[config.mk]
export PLATFORM = sky130hd
export DESIGN_NAME = blood_request_board
export DESIGN_NICKNAME = d
export VERILOG_FILES = /design/src/rtl/blood_request_board.sv
export SDC_FILE = /design/constraint.sdc
export NUM_CORES = 1
export LEC_CHECK = 0
export BUFFER_PORTS_ARGS = -buffer_cell sky130_fd_sc_hd__buf_2
export CAP_MARGIN = 30
export CORE_MARGIN = 5
export CORE_UTILIZATION = 64
export DETAILED_ROUTE_END_ITERATION = 8
export HOLD_SLACK_MARGIN = 0.03
export PLACE_DENSITY = 0.86
export RECOVER_POWER = 100
export SETUP_SLACK_MARGIN = 0.4
export SLEW_MARGIN = 20
export SYNTH_ARGS = -nofsm -noshare
export SYNTH_HDL_FRONTEND = slang
export SYNTH_SLANG_ARGS = --single-unit
[constraint.sdc]
create_clock -name clk_i -period 7.8 [get_ports clk_i]
set_input_delay 1.17 -clock clk_i [delete_from_list [all_inputs] [get_ports clk_i]]
set_output_delay 1.17 -clock clk_i [all_outputs]
set_load 0.1 [all_outputs]
[src/rtl/blood_request_board.sv]
// Blood request board.
// Keeps a saturating per-type count of waiting patients (8 ABO/Rh codes), drives
// the patient-waiting lines from those counts, and allocates one donor unit at a
// time by scanning candidate types from code 7 down to code 0.
module blood_request_board #(
    parameter int CNT_W = 4
) (
    input  logic       clk_i,
    input  logic       rst_ni,
    input  logic       req_valid_i,
    input  logic [2:0] req_type_i,
    output logic       req_ready_o,
    input  logic       don_valid_i,
    input  logic [2:0] don_type_i,
    output logic       don_ready_o,
    output logic       alloc_valid_o,
    output logic       alloc_hit_o,
    output logic [2:0] alloc_type_o,
    input  logic       alloc_ready_i,
    output logic [7:0] pend_o
);

    typedef enum logic [1:0] {
        IDLE = 2'd0,
        SCAN = 2'd1,
        RESP = 2'd2
    } state_e;

    localparam logic [CNT_W-1:0] CNT_MAX = '1;
    localparam logic [CNT_W-1:0] CNT_ONE = {{(CNT_W-1){1'b0}}, 1'b1};

    // Type code is {rh, a, b}; every antigen carried by the donor must also be
    // carried by the patient, which covers both the ABO and the Rh rule at once.
    function automatic logic compatible(input logic [2:0] donor, input logic [2:0] patient);
        return (donor & ~patient) == 3'b000;
    endfunction

    state_e           state_q, state_d;
    logic [2:0]       idx_q, idx_d;
    logic [2:0]       don_q, don_d;
    logic             hit_q, hit_d;
    logic [2:0]       atype_q, atype_d;
    logic [CNT_W-1:0] cnt_q [8];
    logic [CNT_W-1:0] cnt_d [8];

    logic             req_fire;
    logic             scan_hit;

    assign req_ready_o = (cnt_q[req_type_i] != CNT_MAX);
    assign req_fire    = req_valid_i & req_ready_o;
    assign scan_hit    = (state_q == SCAN) && (cnt_q[idx_q] != '0) && compatible(don_q, idx_q);

    // State register together with the donor/scan/result registers
    always_ff @(posedge clk_i or negedge rst_ni) begin
        if (!rst_ni) begin
            state_q <= IDLE;
            idx_q   <= 3'd0;
            don_q   <= 3'd0;
            hit_q   <= 1'b0;
            atype_q <= 3'd0;
        end else begin
            state_q <= state_d;
            idx_q   <= idx_d;
            don_q   <= don_d;
            hit_q   <= hit_d;
            atype_q <= atype_d;
        end
    end

    // Next-state logic: accept donor, scan one candidate per cycle, hold result
    always_comb begin
        state_d = state_q;
        case (state_q)
            IDLE:    if (don_valid_i) state_d = SCAN;
            SCAN:    if (scan_hit || (idx_q == 3'd0)) state_d = RESP;
            RESP:    if (alloc_ready_i) state_d = IDLE;
            default: state_d = IDLE;
        endcase
    end

    // Scan index, latched donor and allocation result updates
    always_comb begin
        idx_d   = idx_q;
        don_d   = don_q;
        hit_d   = hit_q;
        atype_d = atype_q;
        case (state_q)
            IDLE: begin
                if (don_valid_i) begin
                    don_d = don_type_i;
                    idx_d = 3'd7;
                end
            end
            SCAN: begin
                if (scan_hit) begin
                    hit_d   = 1'b1;
                    atype_d = idx_q;
                end else if (idx_q == 3'd0) begin
                    hit_d   = 1'b0;
                    atype_d = 3'd0;
                end else begin
                    idx_d = idx_q - 3'd1;
                end
            end
            default: ;
        endcase
    end

    // Per-type counters: enqueue and scan decrement on the same type cancel out
    always_comb begin
        for (int k = 0; k < 8; k++) begin
            cnt_d[k] = cnt_q[k];
            if (req_fire && (req_type_i == 3'(k)) && !(scan_hit && (idx_q == 3'(k)))) begin
                cnt_d[k] = cnt_q[k] + CNT_ONE;
            end else if (scan_hit && (idx_q == 3'(k)) && !(req_fire && (req_type_i == 3'(k)))) begin
                cnt_d[k] = cnt_q[k] - CNT_ONE;
            end
        end
    end

    // Counter registers
    always_ff @(posedge clk_i or negedge rst_ni) begin
        if (!rst_ni) begin
            for (int k = 0; k < 8; k++) cnt_q[k] <= '0;
        end else begin
            for (int k = 0; k < 8; k++) cnt_q[k] <= cnt_d[k];
        end
    end

    // Outputs decoded from state and registered counts
    always_comb begin
        don_ready_o   = (state_q == IDLE);
        alloc_valid_o = (state_q == RESP);
        alloc_hit_o   = hit_q;
        alloc_type_o  = atype_q;
        for (int k = 0; k < 8; k++) pend_o[k] = (cnt_q[k] != '0);
    end

endmodule

==> reports/results.ini, run 1 <==
[setup_path]
r2r_cells = 12
path_max_fanout = 10
endpoint = req_ready_o
critical_path_arrival_ns = 2.90
critPathLaunch = req_type_i[1]
critPathLaunchType = input pin
worst_setup_path_end_kind = output pin
worstSetupPathType = in -> out
reg2reg_from = state_q[1]$_DFFE_PN0P_
rrSetupSlack_ns = 4.55
worst-endpoint-required_ns = 6.63
timing.rr.end = cnt_q[31]$_DFFE_PN0P_

[final_layout]
mostFrequentLayoutCell = dfrtp_1
fin_util = 0.710
final_nets = 353
final_layout_size_suffix_gt1_frac = 0.114
final_cells = 358
areaGrowthSynthToFinish_pct = 7.47
final_cell_mix = 44 x dfrtp_1, 29 x nand2_1, 29 x ha_1
diodes = 0

[floorplanning]
rows = 24
io_pins = 26
core_um2 = 4380
start_util = 0.661
die_w_um = 77.3
die_h_um = 77.3
die_area_um2 = 5970

[status]
violations = max-capacitance violations, max-slew violations
status = complete, but fails checks

[global_route]
grt_max_degree = 30
grt_pass1_vias = 2162
grt_first_pass_wirelength_mm = 10.3
antenna_found_initial = 0
grt.total_usage = 0.209
grt.overflow.total = 0

[pwr]
cellPowerDensity_nw_per_um2 = 418
p_seq_frac = 0.370
comb_power_share = 0.517
switching_share = 0.478
p_int_mw = 0.679
pwr-share-clk = 0.112
power_mw = 1.30
p_leak_nw = 1.29
switching_power_mw = 0.621
ir_drop_mv = 0.182

[timing]
finClkSkew_ns = 0.00657
slew_viol_final = 30
worst_pin_slew_ns = 1.59
slew_headroom = -0.0601
rsz0062_at_grt = false
setup_violations = 0
fin_crit_ns = 4.07
max_freq_mhz = 246
fin_setup_tns_ns = 0
finalCritPeriodShare = 0.522
hold_viol = 0

[detailed_routing]
route.vias.total = 2087
wire_per_inst_um = 15.7
via_per_inst = 5.83
first_pass_iters = 4
ant_nets = 0
drc = 0
dr.first_iter.drc_count = 95
drt_wl_total_mm = 5.63

[clock_tree]
worstSkewPairLatency_ns = 0.30
cts_resized = 0
tritoncts = built
cts_hold_buf = 0
numCtsBuffers = 5
post_cts_buffers = 0
clkTransAtPathRegs_ns = 0.07
clock_sinks = 44
cts_root_buf = clkbuf_8
ctsHtreeMaxLevel = 2
clockBufferDepth = 2

[yosys]
synth_compound_area_frac = 0.0916
synthFlopType = dfrtp_1
synth_warnings = 0
synth_edf_count = 0
synth_cell_types = 41
syn_area_um2 = 2900
ys_async_sr_fraction = 1.00
synthCells = 276
synth_top_family_by_area = adder cells
syn_avg_cell_area_um2 = 10.5
synth_xor_area_frac = 0.0968
seq_area_frac_synth = 0.380
synth_mux_area_frac = 0.0583
synthSimpleGateAreaFrac = 0.159
synth_fp_nets = 324
synthAdderAreaFrac = 0.181
ys_ff_latch = 44

[placement]
placed_cells = 350
port_buffers = 25
dpl.hpwl_mm = 4.35
gp_congestion = 0.803

[hold_path]
min_path_type = reg -> reg

[job]
cap_viol_max_count = 1

[cells in the mapped netlist, types with 3 or more instances]
| master | number | area, µm² |
|---|---|---|
| nor2_1 | 18 | 67.6 |
| xnor2_1 | 24 | 210 |
| mux2_2 | 13 | 146 |
| a21oi_1 | 8 | 40.0 |
| nand4_1 | 4 | 25.0 |
| inv_1 | 14 | 52.6 |
| xor2_1 | 8 | 70.1 |
| nor3_1 | 5 | 25.0 |
| buf_6 | 3 | 33.8 |
| nor2b_1 | 4 | 25.0 |
| o21ai_0 | 13 | 65.1 |
| nand2_1 | 29 | 109 |
| ha_1 | 29 | 363 |
| or4_1 | 7 | 52.6 |
| o22ai_1 | 6 | 37.5 |
| a21o_1 | 8 | 60.1 |
| dfrtp_1 | 44 | 1100 |
| fa_1 | 8 | 160 |
| nand3_1 | 5 | 25.0 |
[worst min path at each step]
stage	cells after the start	from	end	slack, ns
after floorplan	1	cnt_q[11]$_DFFE_PN0P_	cnt_q[11]$_DFFE_PN0P_	0.45
after global placement	1	alloc_hit_o$_DFFE_PN0P_	alloc_hit_o$_DFFE_PN0P_	0.45
after detailed placement	1	alloc_hit_o$_DFFE_PN0P_	alloc_hit_o$_DFFE_PN0P_	0.48
after CTS	1	cnt_q[31]$_DFFE_PN0P_	cnt_q[31]$_DFFE_PN0P_	0.49
after global routing	1	cnt_q[15]$_DFFE_PN0P_	cnt_q[15]$_DFFE_PN0P_	0.51
final	1	alloc_hit_o$_DFFE_PN0P_	alloc_hit_o$_DFFE_PN0P_	0.49
[area by class of cell]
class	count	area, µm²
Clock buffer	8	90.1
Timing Repair Buffer	27	113
Inverter	14	52.6
Sequential cell	44	1100
Tap cell	52	65.1
Fill cell	347	1270
Multi-Input combinational cell	213	1690
[power groups by stage]
stage,sequential (mW),clock (mW),combinational (mW)
final,0.481,0.146,0.673
after global routing,0.502,0.161,0.747
after CTS,0.481,0.150,0.690
after detailed placement,0.483,0,0.684
after global placement,0.476,0,0.657
after floorplan,0.500,0,0.533
[critical path: stages]
cell      delay, ns
buf_2          0.15
nand3_1        0.10
o22ai_1        0.08
mux4_2         0.46
inv_1          0.07
clkbuf_1       0.86
[through the flow]
stage	hold WS, ns	area [µm²]	setup slack (ns)
after floorplan	0.455	2900	4.02
after global placement	0.454	3050	4.21
after detailed placement	0.478	3070	4.18
after CTS	0.495	3160	4.18
after global routing	0.508	3110	3.70
final	0.489	3110	3.73
[sequential cells by signal, indices dropped and copies added (netlist names)]
register,flops
don_q,3
cnt_q,32
idx_q,3
alloc_hit_o,1
state_q,2
alloc_type_o,3
[logic make-up after synthesis]
| family | after synthesis |
|---|---|
| flops | 44 |
| xor+xnor | 32 |
| mux | 14 |
| buf+inv | 19 |
| fa+ha+maj | 37 |
| compound gates | 42 |
| simple gates | 88 |
[metal layers]
layer | GRT usage | part of all wire
met4 | 0.0601 | 0.018
met3 | 0.0398 | 0.045
met1 | 0.278 | 0.45
met2 | 0.345 | 0.49
met5 | 0 | 0
Note: power is estimated with default switching activity, not from simulation.
==> run 2, diff against run 1 <==
- CORE_UTILIZATION: 64 -> 54
- PLACE_DENSITY: 0.86 -> 0.77
- clock period: 7.8 -> 3.5 ns (I/O delays scaled with it)
==> run 2 against run 1 <==
  * The flow still finishes with violations (max-capacitance violations, max-slew violations)
  * Final area rose by 5.5%
  * Core utilization decreased by 7.5 points
  * Clock power grew to 2.8 times the previous value
  * Total power rose by 140%
  * Die area increased by 16%
  * Sequential cell count unchanged
  * Clock-buffer cell count is 3 lower
  * Via count is 2.5% higher
  * Wire length increased by 2.9%
  * Critical path depth is 6 higher
  * Register-to-register slack worse by 4.1 ns
  * Largest power group unchanged
==> reports/results.ini, run 2 (synthesized netlist as in run 1, its figures left out) <==
[status]
status = complete, but fails checks
violations = max-capacitance violations, max-slew violations

[final_layout]
regMostFlops = cnt_q
areaGrowthSynthToFinish_pct = 13.4
mostFrequentLayoutCell = dfrtp_1
final_cell_area_um2 = 3280  ; +5.5%
seq_area_um2 = 1110  ; +0.57%
fin_util = 0.635  ; -0.0751
nFillCells = 429  ; +24%
final_layout_size_suffix_gt1_frac = 0.190  ; +0.0761
final_nets = 362  ; +2.5%
largest_register_ffs = 32  ; unchanged
final_cell_mix = 39 x dfrtp_1, 29 x nand2_1, 29 x ha_1
multi_input_area_um2 = 1740  ; +3.0%
final_cells = 385  ; +7.5%
diodes = 0  ; unchanged

[placement]
dpl.hpwl_mm = 4.19  ; -3.5%
placed_cells = 368  ; +5.1%
gp_congestion = 0.793  ; -1.2%
dpl_cell_area_um2 = 3120  ; +1.7%
port_buffers = 25  ; unchanged

[timing]
finalCritPeriodShare = 0.882
slew_viol_final = 30  ; unchanged
hold_viol = 0  ; unchanged
worst_pin_slew_ns = 1.61  ; +0.0222 ns
fin_setup_tns_ns = 0  ; unchanged
fin_crit_ns = 3.09
setup_violations = 0  ; unchanged
finClkSkew_ns = 0.0120  ; +0.00543 ns
rsz0062_at_grt = false
slew_headroom = -0.0748  ; -0.0148
max_freq_mhz = 324

[detailed_routing]
dr.first_iter.drc_count = 104  ; +9.5%
ant_nets = 0  ; unchanged
via_per_inst = 5.56  ; -4.7%
route.vias.total = 2139  ; +2.5%
first_pass_iters = 5  ; +1
drt_wl_total_mm = 5.80  ; +2.9%
drc = 0  ; unchanged
wire_per_inst_um = 15.1  ; -4.3%

[setup_path]
worst-endpoint-required_ns = 3.70  ; -2.93 ns
path_max_fanout = 5  ; -5
worstSetupPathType = reg -> reg
worst_setup_path_end_kind = register
critical_path_arrival_ns = 3.29  ; +0.39 ns
critPathLaunchType = register

[clock_tree]
clkTransAtPathRegs_ns = 0.09  ; +0.02 ns
clock_sinks = 44  ; unchanged
tritoncts = built
numCtsBuffers = 5  ; unchanged
worstSkewPairLatency_ns = 0.31  ; about the same
ctsHtreeMaxLevel = 2  ; unchanged
clockBufferDepth = 2  ; unchanged
cts_root_buf = clkbuf_8

[floorplanning]
die_area_um2 = 6930  ; +16%
start_util = 0.560  ; -0.101
io_pins = 26  ; unchanged
core_um2 = 5170  ; +18%
rows = 26  ; +8.3%
die_w_um = 83.2  ; +7.7%
die_h_um = 83.2  ; +7.7%

[pwr]
p_seq_frac = 0.345  ; -0.025
switching_share = 0.468  ; -0.00967
ir_drop_mv = 0.473  ; +160%
p_int_mw = 1.65  ; +140%
cellPowerDensity_nw_per_um2 = 945  ; +130%
p_leak_nw = 1.36  ; +5.1%
switching_power_mw = 1.45  ; +130%
comb_power_share = 0.523  ; +0.006
pwr-share-clk = 0.132  ; +0.020

[global_route]
grt.overflow.total = 0  ; unchanged
grt.total_usage = 0.175  ; -0.0338
grt_max_degree = 30  ; unchanged
grt_first_pass_wirelength_mm = 10.0  ; -2.7%
antenna_found_initial = 0  ; unchanged
grt_pass1_vias = 2164  ; +0.093%

[job]
cap_viol_max_count = 1  ; unchanged

[hold_path]
min_path_type = in -> async

## run 2: changes by cell type in the layout (fill, tap and decap cells not counted), sizes merged
| cell | change |
|---|---|
| bufinv | +1 |
| clkinvlp | +1 |
| buf | +9 |
| clkbuf | -3 |
| inv | +1 |
## run 2: layout make-up
| cell class | instances | area share |
|---|---|---|
| sequential | 44 | 0.337 |
| tap | 70 | 0.0267 |
| timing repair buffer | 36 | 0.0549 |
| clock buffer | 5 | 0.0210 |
| clock inverter | 3 | 0.0141 |
| multi-input combinational | 213 | 0.530 |
| inverter | 14 | 0.0160 |
## run 2: repair_timing
item | 4_1_cts | 5_1_grt
setup endpoints to repair | 4 | 8
buffers inserted | 1 | 8
resized for setup | 1 | 12
cloned | 0 | 0
hold buffers | 0 | 0
pin swaps | 1 | 1
## run 2: path summary, 6_finish.rpt
kind                                    startpoint                 endpoint  slack, ns  cells after the start
setup / recovery             cnt_q[25]$_DFFE_PN0P_    cnt_q[31]$_DFFE_PN0P_       0.41                     12
hold / removal                              rst_ni    cnt_q[28]$_DFFE_PN0P_       0.30                      1
setup reg to reg             cnt_q[25]$_DFFE_PN0P_    cnt_q[31]$_DFFE_PN0P_       0.41                     12
hold reg to reg            alloc_hit_o$_DFFE_PN0P_  alloc_hit_o$_DFFE_PN0P_       0.48                      1
max in group asynchronous                   rst_ni     idx_q[0]$_DFFE_PN0P_       1.12                      2
min in group clk_i                   don_type_i[1]     don_q[1]$_DFFE_PN0P_       0.44                      2
## run 2: critical path: stages (launching register included)
cell     delay (ns)
dfrtp_1        0.44
or4_1          0.52
mux2_1         0.36
a22o_2         0.27
nand2_1        0.08
ha_1           0.17
inv_1          0.09
ha_1           0.28
a21o_1         0.19
a21oi_1        0.22
xnor2_1        0.15
nor2_1         0.07
xor2_1         0.14
## run 2: per-stage QoR
step	hold slack [ns]	power, mW	setup WS (ns)
6_report	0.297	3.10	0.412
5_1_grt	0.377	3.35	0.266
4_1_cts	0.134	3.05	0.429
3_5_place_dp	0.461	2.62	0.257
3_3_place_gp	0.457	2.57	0.350
2_1_floorplan	0.229	2.33	0.360
## run 2: power groups by stage
stage	registers, mW	logic [mW]	clock network [mW]
after floorplan	1.13	1.20	0
after global placement	1.07	1.50	0
after detailed placement	1.08	1.54	0
after CTS	1.07	1.56	0.416
after global routing	1.12	1.79	0.439
final	1.07	1.62	0.410
## run 2: routing by layer
| layer | wire, µm | share of wire | vias up | track usage |
|---|---|---|---|---|
| li1 | - | - | 1041 | - |
| met1 | 2650 | 0.46 | 1048 | 0.230 |
| met2 | 2810 | 0.49 | 42 | 0.280 |
| met3 | 258 | 0.045 | 8 | 0.0465 |
| met4 | 78 | 0.013 | 0 | 0.0565 |
| met5 | 0 | 0 | - | 0 |
